[config.mk]
export PLATFORM = sky130hd
export DESIGN_NAME = game_board
export DESIGN_NICKNAME = d
export VERILOG_FILES = /design/src/rtl/game_pkg.sv /design/src/rtl/win_detect.sv /design/src/rtl/game_board.sv
export SDC_FILE = /design/constraint.sdc
export NUM_CORES = 1
export LEC_CHECK = 0
export CAP_MARGIN = 5
export CORE_UTILIZATION = 45
export CTS_CLUSTER_SIZE = 16
export DETAILED_ROUTE_END_ITERATION = 10
export GPL_ROUTABILITY_DRIVEN = 1
export PLACE_DENSITY_LB_ADDON = 0.2
export SETUP_SLACK_MARGIN = 0.15
export SLEW_MARGIN = 40
export SYNTH_ARGS = -nofsm -noshare
export SYNTH_HDL_FRONTEND = slang
export SYNTH_SLANG_ARGS = --single-unit
[constraint.sdc]
create_clock -name clk -period 2.95 [get_ports clk]
set_input_delay 0.59 -clock clk [delete_from_list [all_inputs] [get_ports clk]]
set_output_delay 0.59 -clock clk [all_outputs]
set_load 0.01 [all_outputs]
[src/rtl/game_pkg.sv]
// Shared types and constants for the tic-tac-toe board controller.
package game_pkg;

  localparam int unsigned BOARD_W   = 9;
  localparam int unsigned NUM_LINES = 8;

  typedef enum logic [1:0] {
    StIdle  = 2'd0,
    StXTurn = 2'd1,
    StOTurn = 2'd2,
    StDone  = 2'd3
  } state_e;

  // Squares are row-major: bit 0 is top-left, bit 8 is bottom-right.
  localparam logic [BOARD_W-1:0] WIN_LINES [NUM_LINES] = '{
    9'h007, 9'h038, 9'h1C0,
    9'h049, 9'h092, 9'h124,
    9'h111, 9'h054
  };

  function automatic logic is_onehot(input logic [BOARD_W-1:0] v);
    return (v != '0) && ((v & (v - 1'b1)) == '0);
  endfunction

endpackage

[src/rtl/win_detect.sv]
// Flags whether an occupancy map covers any complete row, column or diagonal.
module win_detect
  import game_pkg::*;
(
  input  logic [BOARD_W-1:0] occ_i,
  output logic               line_o
);

  always_comb begin
    line_o = 1'b0;
    for (int i = 0; i < NUM_LINES; i++) begin
      if ((occ_i & WIN_LINES[i]) == WIN_LINES[i]) line_o = 1'b1;
    end
  end

endmodule

[src/rtl/game_board.sv]
// Turn sequencing, move validation and result tracking for human X versus machine O.
module game_board
  import game_pkg::*;
#(
  parameter bit O_FIRST = 1'b0
) (
  input  logic               clk,
  input  logic               rst_n,
  input  logic               start,
  input  logic               xin_valid,
  input  logic [BOARD_W-1:0] xin,
  input  logic [BOARD_W-1:0] oin,
  output logic [BOARD_W-1:0] xbrd,
  output logic [BOARD_W-1:0] obrd,
  output logic [1:0]         state,
  output logic               xin_ready,
  output logic               illegal,
  output logic               win_x,
  output logic               win_o,
  output logic               draw
);

  state_e             state_q, state_d;
  logic [BOARD_W-1:0] xbrd_q, xbrd_d, obrd_q, obrd_d;
  logic               illegal_q, illegal_d;
  logic               win_x_q, win_x_d, win_o_q, win_o_d, draw_q, draw_d;

  logic [BOARD_W-1:0] occ, x_cand, o_cand;
  logic               x_legal, o_legal, x_line, o_line;

  assign occ     = xbrd_q | obrd_q;
  assign x_cand  = xbrd_q | xin;
  assign o_cand  = obrd_q | oin;
  assign x_legal = is_onehot(xin) && ((xin & occ) == '0);
  assign o_legal = is_onehot(oin) && ((oin & occ) == '0);

  // Evaluate the boards as they would look after the candidate placement.
  win_detect u_win_x (
    .occ_i  (x_cand),
    .line_o (x_line)
  );

  win_detect u_win_o (
    .occ_i  (o_cand),
    .line_o (o_line)
  );

  always_comb begin
    state_d   = state_q;
    xbrd_d    = xbrd_q;
    obrd_d    = obrd_q;
    illegal_d = 1'b0;
    win_x_d   = win_x_q;
    win_o_d   = win_o_q;
    draw_d    = draw_q;
    if (start) begin
      state_d = O_FIRST ? StOTurn : StXTurn;
      xbrd_d  = '0;
      obrd_d  = '0;
      win_x_d = 1'b0;
      win_o_d = 1'b0;
      draw_d  = 1'b0;
    end else begin
      unique case (state_q)
        StXTurn: begin
          if (xin_valid) begin
            if (x_legal) begin
              xbrd_d = x_cand;
              if (x_line) begin
                win_x_d = 1'b1;
                state_d = StDone;
              end else if (&(x_cand | obrd_q)) begin
                draw_d  = 1'b1;
                state_d = StDone;
              end else begin
                state_d = StOTurn;
              end
            end else begin
              illegal_d = 1'b1;
            end
          end
        end
        StOTurn: begin
          if (o_legal) begin
            obrd_d = o_cand;
            if (o_line) begin
              win_o_d = 1'b1;
              state_d = StDone;
            end else if (&(xbrd_q | o_cand)) begin
              draw_d  = 1'b1;
              state_d = StDone;
            end else begin
              state_d = StXTurn;
            end
          end else begin
            // A broken move selector ends the game rather than corrupting the board.
            draw_d  = 1'b1;
            state_d = StDone;
          end
        end
        StIdle, StDone: ;
        default: state_d = StIdle;
      endcase
    end
  end

  always_ff @(posedge clk) begin
    if (!rst_n) begin
      state_q   <= StIdle;
      xbrd_q    <= '0;
      obrd_q    <= '0;
      illegal_q <= 1'b0;
      win_x_q   <= 1'b0;
      win_o_q   <= 1'b0;
      draw_q    <= 1'b0;
    end else begin
      state_q   <= state_d;
      xbrd_q    <= xbrd_d;
      obrd_q    <= obrd_d;
      illegal_q <= illegal_d;
      win_x_q   <= win_x_d;
      win_o_q   <= win_o_d;
      draw_q    <= draw_d;
    end
  end

  assign xbrd      = xbrd_q;
  assign obrd      = obrd_q;
  assign state     = state_q;
  assign xin_ready = (state_q == StXTurn);
  assign illegal   = illegal_q;
  assign win_x     = win_x_q;
  assign win_o     = win_o_q;
  assign draw      = draw_q;

endmodule

==> Yosys cells after proc, flatten, opt, wreduce, memory -nomap -nowiden <==
Index checks and enable logic that the tools add are counted.
{ "op_classes": {"n_addsub": 2, "mul": 0, "n_div": 0, "magnitude_cmp": 0, "eq_ne": 26, "n_shift": 0, "n_mux": 34, "bitwise_logic": 12, "reduce_logical": 23} }
{ "op_table": {"columns": ["op", "n"], "rows": [
  ["$eq 3x3->1 const B", 16],
  ["$or 9x9->9", 5],
  ["$and 9x9->9", 4],
  ["$logic_not 9->1", 4],
  ["$mux 1", 27],
  ["$reduce_and 9->1", 2],
  ["$reduce_bool 9->1", 2],
  ["$sub 9x1->9 const B", 2],
  ["$reduce_and 3->1", 4],
  ["$mux 2", 5],
  ["$ne 3x3->1 const B", 3],
  ["$reduce_and 7->1", 1],
  ["$logic_and 1x1->1", 4],
  ["$ne 2x1->1 const B", 2],
  ["$ne 2x2->1 const B", 2],
  ["$pmux 2 s2", 1],
  ["$reduce_and 4->1", 1],
  ["$reduce_or 4->1", 1],
  ["$ne 3x2->1 const B", 1],
  ["$not 1->1", 3],
  ["$reduce_bool 3->1", 1],
  ["$eq 2x1->1 const B", 1],
  ["$eq 2x2->1 const B", 1],
  ["$pmux 1 s2", 1],
  ["3 further kinds", 3]
]} }
{ "totals": {"reg_bits": 24, "latchBits": 0, "ramBits": 0, "rom_bits": 0, "out_inout_bits": 25, "word_cells": 105, "memories": 0} }

==> Logic depth before layout (Yosys ltp) <==
{ "logic_depth": {"word_depth": 15, "depth_mapped": 8, "ltp_nobuf": 6} }

==> Cells and area by module <==
From an unflattened synthesis, not the netlist that was laid out.
{ "hier_totals": {"hier_cells": 205, "hier_area_um2": 1646.6} }
{ "by_module_without_submodules": {"columns": ["mod", "n_inst", "cells_per_inst", "area_per_inst_um2", "seq_area_each_um2"], "rows": [
  ["game_board", 1, 191, 1536.5, 480.5],
  ["win_detect", 2, 7, 55.1, 0.0]
]} }

==> Worst setup path after synthesis <==
No wires, ideal clock.
{ "synth_path": {"path_type": "input-to-reg", "startpoint": "in xin[2]", "endpoint": "reg state_q[1], in the netlist state[1]", "setup_ns": 0.079, "arrival_ns": 2.654, "slack_ns": 0.216, "stages": 8, "path_cell_list": "buf_6 -> or4_4 -> a221o_1 -> or3b_4 -> nor4_4 -> buf_6 -> nor2_1 -> a211oi_2"} }
{ "synth_between": {"elab_chain_cells": 7, "elab_cells_between_ends": 10} }
{ "synth_rtl": {"columns": ["item", "line_no", "rtl"], "rows": [
  ["from (decl)", "game_board.sv:11", "input logic [BOARD_W-1:0] xin,"],
  ["$sub 9x1->9", "game_pkg.sv:22", "return (v != '0) && ((v & (v - 1'b1)) == '0);"],
  ["$and 9x9->9", "game_pkg.sv:22", null],
  ["$logic_not 9->1", "game_pkg.sv:22", null],
  ["$logic_and 1x1->1", "game_pkg.sv:22", null],
  ["$logic_and 1x1->1 (*)", "game_board.sv:34", "assign x_legal = is_onehot(xin) && ((xin & occ) == '0);"],
  ["$ne 2x1->1 (no line) (*)", null, null],
  ["$reduce_and 3->1 (no line) (*)", null, null],
  ["to (signal assigned)", "game_board.sv:109", "state_q <= StIdle;"],
  ["to (signal assigned)", "game_board.sv:117", "state_q <= state_d;"],
  ["to (decl)", "game_board.sv:23", "state_e state_q, state_d;"]
]} }
Mark *: on every way between the ends. The rest lies on a longest branch, timed or not.
A chain may end at the register's enable or synchronous reset.

==> Worst setup path in the final report <==
{ "layout_path": {"startpoint": "in xin[2]", "endpoint": "reg win_x_q, in the netlist win_x"} }
{ "layout_between": {"elab_chain_cells": 11, "elab_cells_between_ends": 21} }
{ "layout_rtl": {"columns": ["item", "line_no", "rtl"], "rows": [
  ["$or 9x9->9", "game_board.sv:32", "assign x_cand = xbrd_q | xin;"],
  ["$eq 3x3->1", "win_detect.sv:12", "if ((occ_i & WIN_LINES[i]) == WIN_LINES[i]) line_o = 1'b1;"],
  ["$mux 1 (8 in series)", "win_detect.sv:12", null],
  ["$reduce_and 4->1 (no line) (*)", null, null],
  ["to (signal assigned)", "game_board.sv:121", "win_x_q <= win_x_d;"],
  ["to (decl)", "game_board.sv:26", "logic win_x_q, win_x_d, win_o_q, win_o_d, draw_q, draw_d;"]
]} }
Marks and branches as above.

==> flow_summary.yaml <==
global_routing:
  grt_pass1_wl_um: 7990
  grt_max_degree: 24
  grt-ovfl-total: 0
  antenna_found_initial: 0
  grt_pass1_vias: 1631
  grtUsageTotal: 0.2917
floorplan:
  rows: 20
  initial_core_util: 0.4876
  dieArea_sq_um: 3626
  die_h_um: 60.22
  coreArea_sq_um: 3128
  io_pins: 47
  dieWidth_um: 60.22
setup_path:
  crit_fanout: 4
  end_kind: "flop"
  critical_path.startpoint_type: "input port"
  critPathRequiredTime_ns: 3.20
  cp_data_arrival_time_ns: 2.97
  path_class: "in2reg"
synthesis:
  synth.cell_area_sq_um: 1525
  ys_seq_area_frac: 0.3150
  syn-mean-instance-area_sq_um: 7.263
  synth_top_area_share: 0.3150
  synth_area_leaders: "dfxtp_1 (32%), a21oi_1 (9.2%), nor2_1 (8.4%), nor3_1 (7.9%), o22ai_1 (6.6%)"
  synth_cell_types: 39
  yosys.cell_count.top_type: "nor2_1"
  synth_edf_count: 0
  synth_area_leader_cell: "dfxtp_1"
  ys_top_cells_by_count: "nor2_1 (34), a21oi_1 (28), dfxtp_1 (24), nor3_1 (24), clkbuf_1 (17)"
  yosysWarnings: 0
  synth-main-ff-cell: "dfxtp_1"
  async_reset_ff_frac: 0
  synth_cells: 210
  synth-seq-cells: 24
  synth_fp_nets: 232
timing:
  relSlewSlack: 0.6535
  worst_hold_slack_ns: 0.4826
  worst_pin_slew_ns: 0.5150
  fmax_ghz: 0.3681
  setup_viol: 0
  rsz0062_at_grt: "false"
  period_minus_slack_ns: 2.716
  skew_ns: 0.01952
  setup_ws_ns: 0.2336
  finalHoldViolCount: 0
  period_share: 0.9208
  slew_viol_final: 0
routing:
  wirelength_um: 4948
  routedWlPerCell_um: 16.28
  ant_nets: 0
  via_count: 1873
  drtIter0Drc: 118
  dr.pass1.iters: 4
  via_per_inst: 6.161
  drc: 0
pwr:
  power_density_nw_per_um2: 325.7
  power.share.clock: 0.342
  swShare: 0.2493
  p_int_mw: 0.5356
  power.leakage_nw: 0.7697
  switching_power_mw: 0.1779
  pwr-share-comb: 0.199
  seqPwrFrac: 0.459
  irDropWorstVdd_uv: 206.5
finish:
  fillCellCount: 292
  syn_to_final_growth_pct: 43.64
  layout-drive-gt1-share: 0.1269
  n_antenna_cell: 0
  final_cell_area_sq_um: 2191
  fin_nets: 283
clock_tree:
  clock_sinks: 24
  numCtsBuffers: 3
  clk_latency_ns: 0.33
  cts_buffer_depth: 2
  ctsRootBufferMaster: "clkbuf_4"
  clk_pin_slew_ns: 0.13
  cts_setup_buffers: 0
  cts_tree: "yes"
  htree_levels: 1
place:
  post-place-ws_ns: -0.2683
  placed_cell_area_sq_um: 2112
  io_buffers: 46
  gp_congestion: 0.9479
  place_hpwl_um: 3450
run:
  max-cap-violations: 0
outcome:
  status: "finished, final reports clean"
min_path:
  hold_path_class: "reg2reg"
layout make-up:
type	count	area, sq um	share of cell area
flip-flops and latches	24	480.5	0.2193
inverters	2	7.507	0.003427
multi-input cells	165	968.4	0.4420
clock buffers	3	22.52	0.01028
clock inverters	1	30.03	0.01371
well taps	44	55.05	0.02513
repair buffers	65	626.9	0.2861
through the flow:
stage               utilization  power (mW)  std cells  TNS (ns)
finish                   0.7004      0.7135        304         0
global route             0.7004      0.7480        304         0
detailed placement       0.6752      0.4727        300    -2.401
floorplan                     -      0.4036        210         0
CTS                      0.6944      0.7161        304         0
global placement         0.6744      0.4705        300    -2.034
per-layer routing:
layer  global-route usage  up-vias  share of wire
li1                     -      897              -
met1               0.4029      871           0.43
met2               0.4678      101           0.48
met3              0.03030        4          0.081
met4              0.09967        0         0.0061
met5                    0        -              0
cells by family (layout without fill, tap and decap cells):
group	after synthesis	in the layout	synth area share
compound gates	74	74	0.3035
buf+inv	21	71	0.06153
flops	24	24	0.3150
mux	2	2	0.01395
simple gates	89	89	0.3060
worst max-delay path: stages:
cell,delay (ns)
clkdlybuf4s50_1,0.41
or4_4,0.43
a221o_1,0.38
or3b_4,0.42
nor4_4,0.35
buf_4,0.18
nand2b_1,0.06
a21oi_2,0.13
power groups by stage:
stage | sequential, mW | clock (mW) | combinational [mW]
floorplan | 0.334 | 0 | 0.0693
global placement | 0.334 | 0 | 0.136
detailed placement | 0.334 | 0 | 0.138
CTS | 0.327 | 0.248 | 0.140
global route | 0.328 | 0.266 | 0.154
finish | 0.327 | 0.244 | 0.142
placed cells by master (no fill, tap or decap), types with 3 or more instances in the layout:
cell / synthesis / layout
nor3_1: 24 / 24
nand2_1: 3 / 3
nor3b_1: 3 / 3
nor2b_1: 3 / 3
dlymetal6s2s_1: 0 / 3
nor2_1: 34 / 34
o22ai_1: 16 / 16
o21ai_0: 9 / 9
nor4_1: 5 / 5
or4_1: 3 / 3
dfxtp_1: 24 / 24
buf_4: 0 / 17
clkbuf_4: 0 / 3
a21oi_1: 28 / 26
o31ai_1: 3 / 3
clkdlybuf4s50_1: 0 / 43
a31oi_1: 3 / 3
o32a_1: 3 / 3
timing repair:
action	4_1_cts	5_1_grt
pin swaps	3	4
resized for setup	1	6
hold buffers	0	0
setup endpoints to repair	8	11
flip-flops by register name, summed over array words and instances, names as in the netlist:
register  cells
win_o         1
draw          1
state         2
illegal       1
xbrd          9
obrd          9
win_x         1
path summary, 6_finish.rpt:
path | start | end | slack (ns) | cells after the start
min | win_x$_SDFFE_PP0P_ | win_x$_SDFFE_PP0P_ | 0.48 | 2
min reg2reg | win_x$_SDFFE_PP0P_ | win_x$_SDFFE_PP0P_ | 0.48 | 2
max reg2reg | obrd[7]$_SDFFE_PP0P_ | win_x$_SDFFE_PP0P_ | 0.61 | 7
max | xin[2] | win_x$_SDFFE_PP0P_ | 0.23 | 8
Power figures use the tool's default switching activity.
